[config.mk]
export PLATFORM = sky130hd
export DESIGN_NAME = cpu_run_ctrl
export DESIGN_NICKNAME = d
export VERILOG_FILES = /design/src/rtl/cpu_run_ctrl.sv
export SDC_FILE = /design/constraint.sdc
export NUM_CORES = 1
export LEC_CHECK = 0
export CAP_MARGIN = 20
export CORE_UTILIZATION = 42
export DETAILED_ROUTE_END_ITERATION = 16
export PLACE_DENSITY_LB_ADDON = 0.2
export REMOVE_ABC_BUFFERS = 1
export SLEW_MARGIN = 20
export SYNTH_ARGS = -nofsm -noshare
export SYNTH_HDL_FRONTEND = slang
export SYNTH_SLANG_ARGS = --single-unit
[constraint.sdc]
create_clock -name clk -period 3.1 [get_ports clk]
set_input_delay 0.31 -clock clk [delete_from_list [all_inputs] [get_ports clk]]
set_output_delay 0.31 -clock clk [all_outputs]
set_load 0.1 [all_outputs]
[src/rtl/cpu_run_ctrl.sv]
// -----------------------------------------------------------------------------
// cpu_run_ctrl
//
// Run/step/breakpoint controller for a single-clock CPU pipeline. The pipeline
// advances one clk_cpu edge for every one-clk pulse on cpu_en.
//
// Optional feature macro: CYCLE_CNT_EN
//   defined   -> cycle_cnt counts issued cpu_en pulses (saturating), cnt_clr
//                clears it and wins over a coincident pulse
//   undefined -> cycle_cnt is tied to 0 and cnt_clr is ignored
//
// Parameters
//   RUN_DIV   clk cycles per cpu_en pulse while running (2..65535)
//
// Ports
//   clk        in   system clock, all logic on posedge
//   rst        in   asynchronous active-low reset
//   step_btn   in   debounced step request (level)
//   run_sw     in   run enable (level)
//   bp_en      in   breakpoint enable
//   bp_addr    in   [31:0] breakpoint PC
//   pc         in   [31:0] current fetch PC of the pipeline
//   cnt_clr    in   synchronous clear of cycle_cnt
//   cpu_en     out  one-clk advance pulse
//   halted     out  high in HALT or BREAK
//   bp_hit     out  high in BREAK
//   state      out  [1:0] HALT=00 STEP=01 RUN=10 BREAK=11
//   cycle_cnt  out  [31:0] number of cpu_en pulses issued
// -----------------------------------------------------------------------------
module cpu_run_ctrl #(
  parameter int unsigned RUN_DIV = 4
) (
  input  logic        clk,
  input  logic        rst,
  input  logic        step_btn,
  input  logic        run_sw,
  input  logic        bp_en,
  input  logic [31:0] bp_addr,
  input  logic [31:0] pc,
  input  logic        cnt_clr,
  output logic        cpu_en,
  output logic        halted,
  output logic        bp_hit,
  output logic [1:0]  state,
  output logic [31:0] cycle_cnt
);

  typedef enum logic [1:0] {
    S_HALT  = 2'b00,
    S_STEP  = 2'b01,
    S_RUN   = 2'b10,
    S_BREAK = 2'b11
  } state_t;

  localparam logic [15:0] DIV_LAST = 16'(RUN_DIV - 1);

  state_t      r_state;
  logic        r_step_prev;
  logic        r_bp_skip;
  logic        r_cpu_en;
  logic        r_halted;
  logic        r_bp_hit;
  logic [15:0] r_div_cnt;

  logic        w_step_edge;
  logic        w_match;
  logic [15:0] w_div_inc;
  logic        w_div_hit;

  assign w_step_edge = step_btn & ~r_step_prev;
  // The skip flag masks the breakpoint so that a resume can execute the
  // instruction sitting at the breakpoint PC.
  assign w_match     = bp_en & (pc == bp_addr) & ~r_bp_skip;
  assign w_div_inc   = r_div_cnt + 16'd1;
  // The pulse is registered together with div_cnt reaching its last value,
  // so cpu_en is high exactly while div_cnt == RUN_DIV-1.
  assign w_div_hit   = (w_div_inc == DIV_LAST);

  always_ff @(posedge clk or negedge rst) begin
    if (!rst) begin
      r_state     <= S_HALT;
      r_step_prev <= 1'b0;
      r_bp_skip   <= 1'b0;
      r_cpu_en    <= 1'b0;
      r_halted    <= 1'b1;
      r_bp_hit    <= 1'b0;
      r_div_cnt   <= 16'd0;
    end else begin
      r_step_prev <= step_btn;
      r_cpu_en    <= 1'b0;
      // A pulse was issued in the previous clk: the breakpoint is passed.
      if (r_cpu_en) begin
        r_bp_skip <= 1'b0;
      end

      case (r_state)
        S_HALT: begin
          if (run_sw) begin
            r_state   <= S_RUN;
            r_div_cnt <= 16'd0;
            r_halted  <= 1'b0;
            r_bp_hit  <= 1'b0;
          end else if (w_step_edge) begin
            r_state  <= S_STEP;
            r_cpu_en <= 1'b1;
            r_halted <= 1'b0;
            r_bp_hit <= 1'b0;
          end
        end

        S_STEP: begin
          // A step always returns to HALT, even with run_sw high.
          r_state   <= S_HALT;
          r_div_cnt <= 16'd0;
          r_halted  <= 1'b1;
          r_bp_hit  <= 1'b0;
        end

        S_RUN: begin
          if (!run_sw) begin
            r_state   <= S_HALT;
            r_div_cnt <= 16'd0;
            r_halted  <= 1'b1;
            r_bp_hit  <= 1'b0;
          end else if (w_div_hit && w_match) begin
            // Suppress the pulse that would have executed the breakpoint PC.
            r_state   <= S_BREAK;
            r_div_cnt <= 16'd0;
            r_halted  <= 1'b1;
            r_bp_hit  <= 1'b1;
            r_bp_skip <= 1'b1;
          end else begin
            r_div_cnt <= (r_div_cnt == DIV_LAST) ? 16'd0 : w_div_inc;
            r_cpu_en  <= w_div_hit;
          end
        end

        S_BREAK: begin
          if (!run_sw) begin
            r_state  <= S_HALT;
            r_halted <= 1'b1;
            r_bp_hit <= 1'b0;
          end else if (w_step_edge) begin
            r_state  <= S_STEP;
            r_cpu_en <= 1'b1;
            r_halted <= 1'b0;
            r_bp_hit <= 1'b0;
          end
        end

        default: begin
          r_state  <= S_HALT;
          r_halted <= 1'b1;
          r_bp_hit <= 1'b0;
        end
      endcase
    end
  end

  assign cpu_en = r_cpu_en;
  assign halted = r_halted;
  assign bp_hit = r_bp_hit;
  assign state  = r_state;

`ifdef CYCLE_CNT_EN
  logic [31:0] r_cycle_cnt;
  logic        w_issue;

  // Same conditions that set r_cpu_en above, so the count moves in the
  // same clk the pulse becomes visible.
  assign w_issue = ((r_state == S_HALT)  & ~run_sw & w_step_edge) |
                   ((r_state == S_BREAK) &  run_sw & w_step_edge) |
                   ((r_state == S_RUN)   &  run_sw & w_div_hit & ~w_match);

  always_ff @(posedge clk or negedge rst) begin
    if (!rst) begin
      r_cycle_cnt <= 32'd0;
    end else if (cnt_clr) begin
      r_cycle_cnt <= 32'd0;
    end else if (w_issue && (r_cycle_cnt != 32'hFFFF_FFFF)) begin
      r_cycle_cnt <= r_cycle_cnt + 32'd1;
    end
  end

  assign cycle_cnt = r_cycle_cnt;
`else
  logic w_unused_cnt_clr;

  assign w_unused_cnt_clr = cnt_clr;
  assign cycle_cnt        = 32'd0;
`endif

endmodule
* After elaboration in Yosys (flattened, before gate mapping)
Cells that the tools add are included.
** Word-level totals
- Register bits after elaboration :: 23
- Input port bits :: 70
- Output and inout port bits :: 37
- Word-level logic and storage cells :: 57
** Cells by class
- Add/subtract/negate cells :: 1
- Equal/unequal tests :: 8
- Mux-type cells :: 32
- Bitwise logic cells :: 5
- Reduce and logical (&&, ||, !) cells :: 4
** Operators with widths (number)
- $mux 16 :: 4
- $pmux 16 s3 :: 1
- $eq 16x2->1 const B :: 2
- $eq 32x32->1 :: 1
- $mux 1 :: 18
- $add 16x1->16 const B :: 1
- $mux 2 :: 5
- $pmux 1 s4 :: 2
- $pmux 2 s4 :: 1
- $eq 2x2->1 const B :: 2
- $and 1x1->1 :: 3
- $ne 3x3->1 const B :: 1
- $pmux 1 s3 :: 1
- $reduce_bool 3->1 :: 1
- $eq 2x1->1 const B :: 1
- $logic_not 2->1 :: 1
- $ne 2x2->1 const B :: 1
- $not 1->1 :: 2
- $reduce_and 2->1 :: 1
- $logic_and 1x1->1 :: 1

* Depth between registers and ports, before layout
- Word-level depth :: 7
- Depth in mapped cells :: 9
- Mapped depth without buffers :: 8

* Worst setup path before layout
Ideal clock, no wire load.
- Kind :: flip-flop to flip-flop
- From :: reg r_div_cnt[0]
- To :: reg r_halted (netlist: halted)
- Setup time :: 0.082 ns
- Arrival :: 2.639 ns
- Slack :: 0.378 ns
- Cell stages (with the launch flop) :: 8
- Period minus slack after synthesis :: 2.722 ns
- Cells stage by stage :: dfrtp_1 > ha_1 > or3_1 > a311o_1 > a2111oi_2 > or4b_4 > and2_4 > mux2_4
** Between the ends
- Longest elaborated chain between the ends :: 4
** Ends and longest elaborated chain
- start, declared :: RTL line 63 : logic [15:0] r_div_cnt;
- start signal, assigned :: RTL line 133 : r_div_cnt <= (r_div_cnt == DIV_LAST) ? 16'd0 : w_div_inc;
- $add 16x1->16 :: RTL line 74 : assign w_div_inc = r_div_cnt + 16'd1;
- $eq 16x2->1 :: RTL line 77 : assign w_div_hit = (w_div_inc == DIV_LAST);
- $logic_and 1x1->1 :: RTL line 125 : end else if (w_div_hit && w_match) begin
- $ne 3x3->1 (no line)
- end signal, assigned :: RTL line 85 : r_halted <= 1'b1;
- end signal, assigned :: RTL line 123 : r_halted <= 1'b1;
- end signal, assigned :: RTL line 129 : r_halted <= 1'b1;
- end, declared :: RTL line 61 : logic r_halted;
Every way passes these cells.
A chain may end at the register's enable or synchronous reset.

* Final worst setup path
Ends and elaborated chain as after synthesis.

==> flow_summary.toml <==
[global_route]
globalRoute.totalOverflow = 0
grt_pass1_vias = 2065
met1_usage_pct = 25.24
grt_use_met3_pct = 2.976
grt_max_degree = 24
use_met2_pct = 34.02
antenna_found_initial = 0
globalRoute.busiestLayer = "met2"
grt_pass1_wl_um = 9646
grt_usage_pct = 19.77

[sta]
setup_viol = 0
rsz0062_at_grt = "no"
fmax_mhz = 348.9
slew_headroom_pct = 34.47
period_share_pct = 92.45
worst_pin_slew_ps = 979.8
finClkSkew_ps = 3.416
hold_viol = 0
post-route-min-period_ps = 2866
tns_ps = 0
drv_slew = 0

[pwr]
p_total_mw = 1.485
ir_worst_vdd_mv = 0.6103
p_leak_nw = 1.285
p_per_area_nw_per_um2 = 482.6

[layout]
drive_gt1_share_pct = 10.39
synthToLayoutAreaGrowth_pct = 31.15
nNetsFinal = 435
design_area_um2 = 3077
final_common_cell = "clkdlybuf4s50_1"
antenna_cells = 0
mostFrequentLayoutCells = "70 x clkdlybuf4s50_1, 32 x xor2_1, 32 x conb_1"
final_cells = 426

[synthesis]
yosysTopAreaCellShare_pct = 23.47
synth.largest_area_cell = "dfrtp_1"
yosys.area_share.simple_pct = 27.04
syn_inst = 283
synth.avg_cell_area_um2 = 8.290
synthArstFlopShare_pct = 100.0
synthMuxAreaShare_pct = 1.067
ys_dominant_reg_cell = "dfrtp_1"
synth_cell_type_count = 59
synth-compound-area-share_pct = 12.75
syn-cell-area_um2 = 2346
synth_edf_count = 0
synth_fa_ha_area_share_pct = 4.267
synth.area.top_cells = "dfrtp_1 23%, xor2_1 12%, buf_4 11%"
synth-xor-area-share_pct = 13.81
synth_top_family_by_area = "simple AND/OR/NAND/NOR gates"
synth_warnings = 0
seq_area_frac_synth_pct = 24.59
ys_ff_latch = 23

[clock_tree]
post_cts_buffers = 0
worstSkewPairLatency_ps = 270
cts_tree = "done"
ctsHoldBuffers = 0
cts_sinks = 23
clkTransAtPathRegs_ps = 90
h-tree-depth = 1
cts_buffer_depth = 2
cts_made_buffers = 3
root_buffer = "clkbuf_8"
post_cts_resized = 0

[critical_path]
cpPeakStageDelay_ps = 530
critPathKind = "flop to flop"
cp-start-kind = "flop"
cp-startpoint = "r_div_cnt[0]"
cp_num_buf_inv = 0
rr_startpoint = "r_div_cnt[0]"
required_ps = 3310
crit_family = "simple AND/OR/NAND/NOR gates"
arrival_ps = 3070
path_cells = "ha_1 -> or3_1 -> a311o_1 -> a2111oi_2 -> or4b_4 -> and2_4 -> mux2_4"
cp_slowest_cell = "or4b_4"
critPathMaxFanout = 7
end_kind = "flop"

[place]
dp_hpwl_um = 4474
dp.cells = 422
io_buffer_count = 73
placed_area_um2 = 3030
gp_congestion = 0.8639

[status]
outcome = "finished, final reports clean"

[routing]
drc = 0
first_pass_iters = 4
vias_per_cell = 5.124
vias = 2183
routedWlPerCell_um = 13.38
final_antenna_net_count = 0
drt_iter0_markers = 46
wl_um = 5700

[floorplan]
rows = 26
core_area_um2 = 5238
die_width_um = 76.74
die_h_um = 76.74
io_pins = 107
start_util_pct = 44.79
die_area_um2 = 5888

[worst_hold_path]
min_path_type = "input port to asynchronous set/reset pin"

[flow_run]
max_cap_viol_count = 0
## synthesized netlist by cell type (3+ instances only)
cell and instances:
o211ai_1 3, ha_1 8, nand3_1 14, a21oi_1 9, nor4_1 16, dfrtp_1 22, buf_4 33, nand4_1 8
o221ai_1 3, nor3_1 10, buf_2 3, nand2_1 28, xnor2_1 5, xor2_1 32, inv_1 7, clkbuf_8 4
a31oi_1 5, or3_1 3, clkbuf_1 6, nor2_1 10, o21ai_0 10
## worst paths after layout
kind | to | slack, ps | cells past startpoint
setup reg to reg | halted | 230 | 7
setup / recovery | halted | 230 | 7
hold reg to reg | r_bp_skip | 460 | 1
hold / removal | r_div_cnt[4] | 390 | 2
max in group asynchronous | halted | 2430 | 2
min in group clk | r_bp_skip | 460 | 1
## flip-flops by register name, indices dropped and copies added (netlist names)
signal	flops
r_step_prev	1
cpu_en	1
halted	1
r_bp_skip	1
state	2
bp_hit	1
r_div_cnt	16
## worst reg2reg max path: stages, from the launching register on
cell and delay [ps]:
dfrtp_1 390, ha_1 270, or3_1 390, a311o_1 330, a2111oi_2 410, or4b_4 530
and2_4 200, mux2_4 290
## cell type report
type	instances	area [um^2]
repair buffers	86	833.3
fillers	489	2161
inverters	8	30.03
clock buffers	3	41.29
well taps	70	87.58
flip-flops and latches	23	576.8
multi-input cells	235	1503
clock inverters	1	5.005
## power breakdown
group | total (mW) | leakage [nW] | internal, mW | switching [mW]
Sequential | 0.372 | 0.312 | 0.338 | 0.0341
Clock | 0.194 | 0.0255 | 0.0900 | 0.104
Combinational | 0.918 | 0.947 | 0.291 | 0.628
## layer usage
layer / part of all wire, % / routed length (um)
met3: 5.9 / 338
met5: 0 / 0
met2: 48 / 2712
met1: 45 / 2553
met4: 1.7 / 95
## cells by family (layout without fill, tap and decap cells)
family / count (synthesis) / count (layout)
compound gates: 44 / 44
xor+xnor: 37 / 37
fa+ha+maj: 8 / 8
buf+inv: 56 / 98
flops: 23 / 23
mux: 2 / 2
other cells: 1 / 32
simple gates: 112 / 112
## through the flow
step / setup slack, ps / hold slack, ps / util, %
after detailed placement: 90.44 / 451.5 / 57.86
after CTS: 235.2 / 397.0 / 58.74
final: 234.1 / 390.3 / 58.74
after global placement: 86.09 / 441.5 / 57.86
after global routing: 42.62 / 421.0 / 58.74
after floorplan: 365.7 / 14.41 / -
Power figures use the tool's default switching activity.
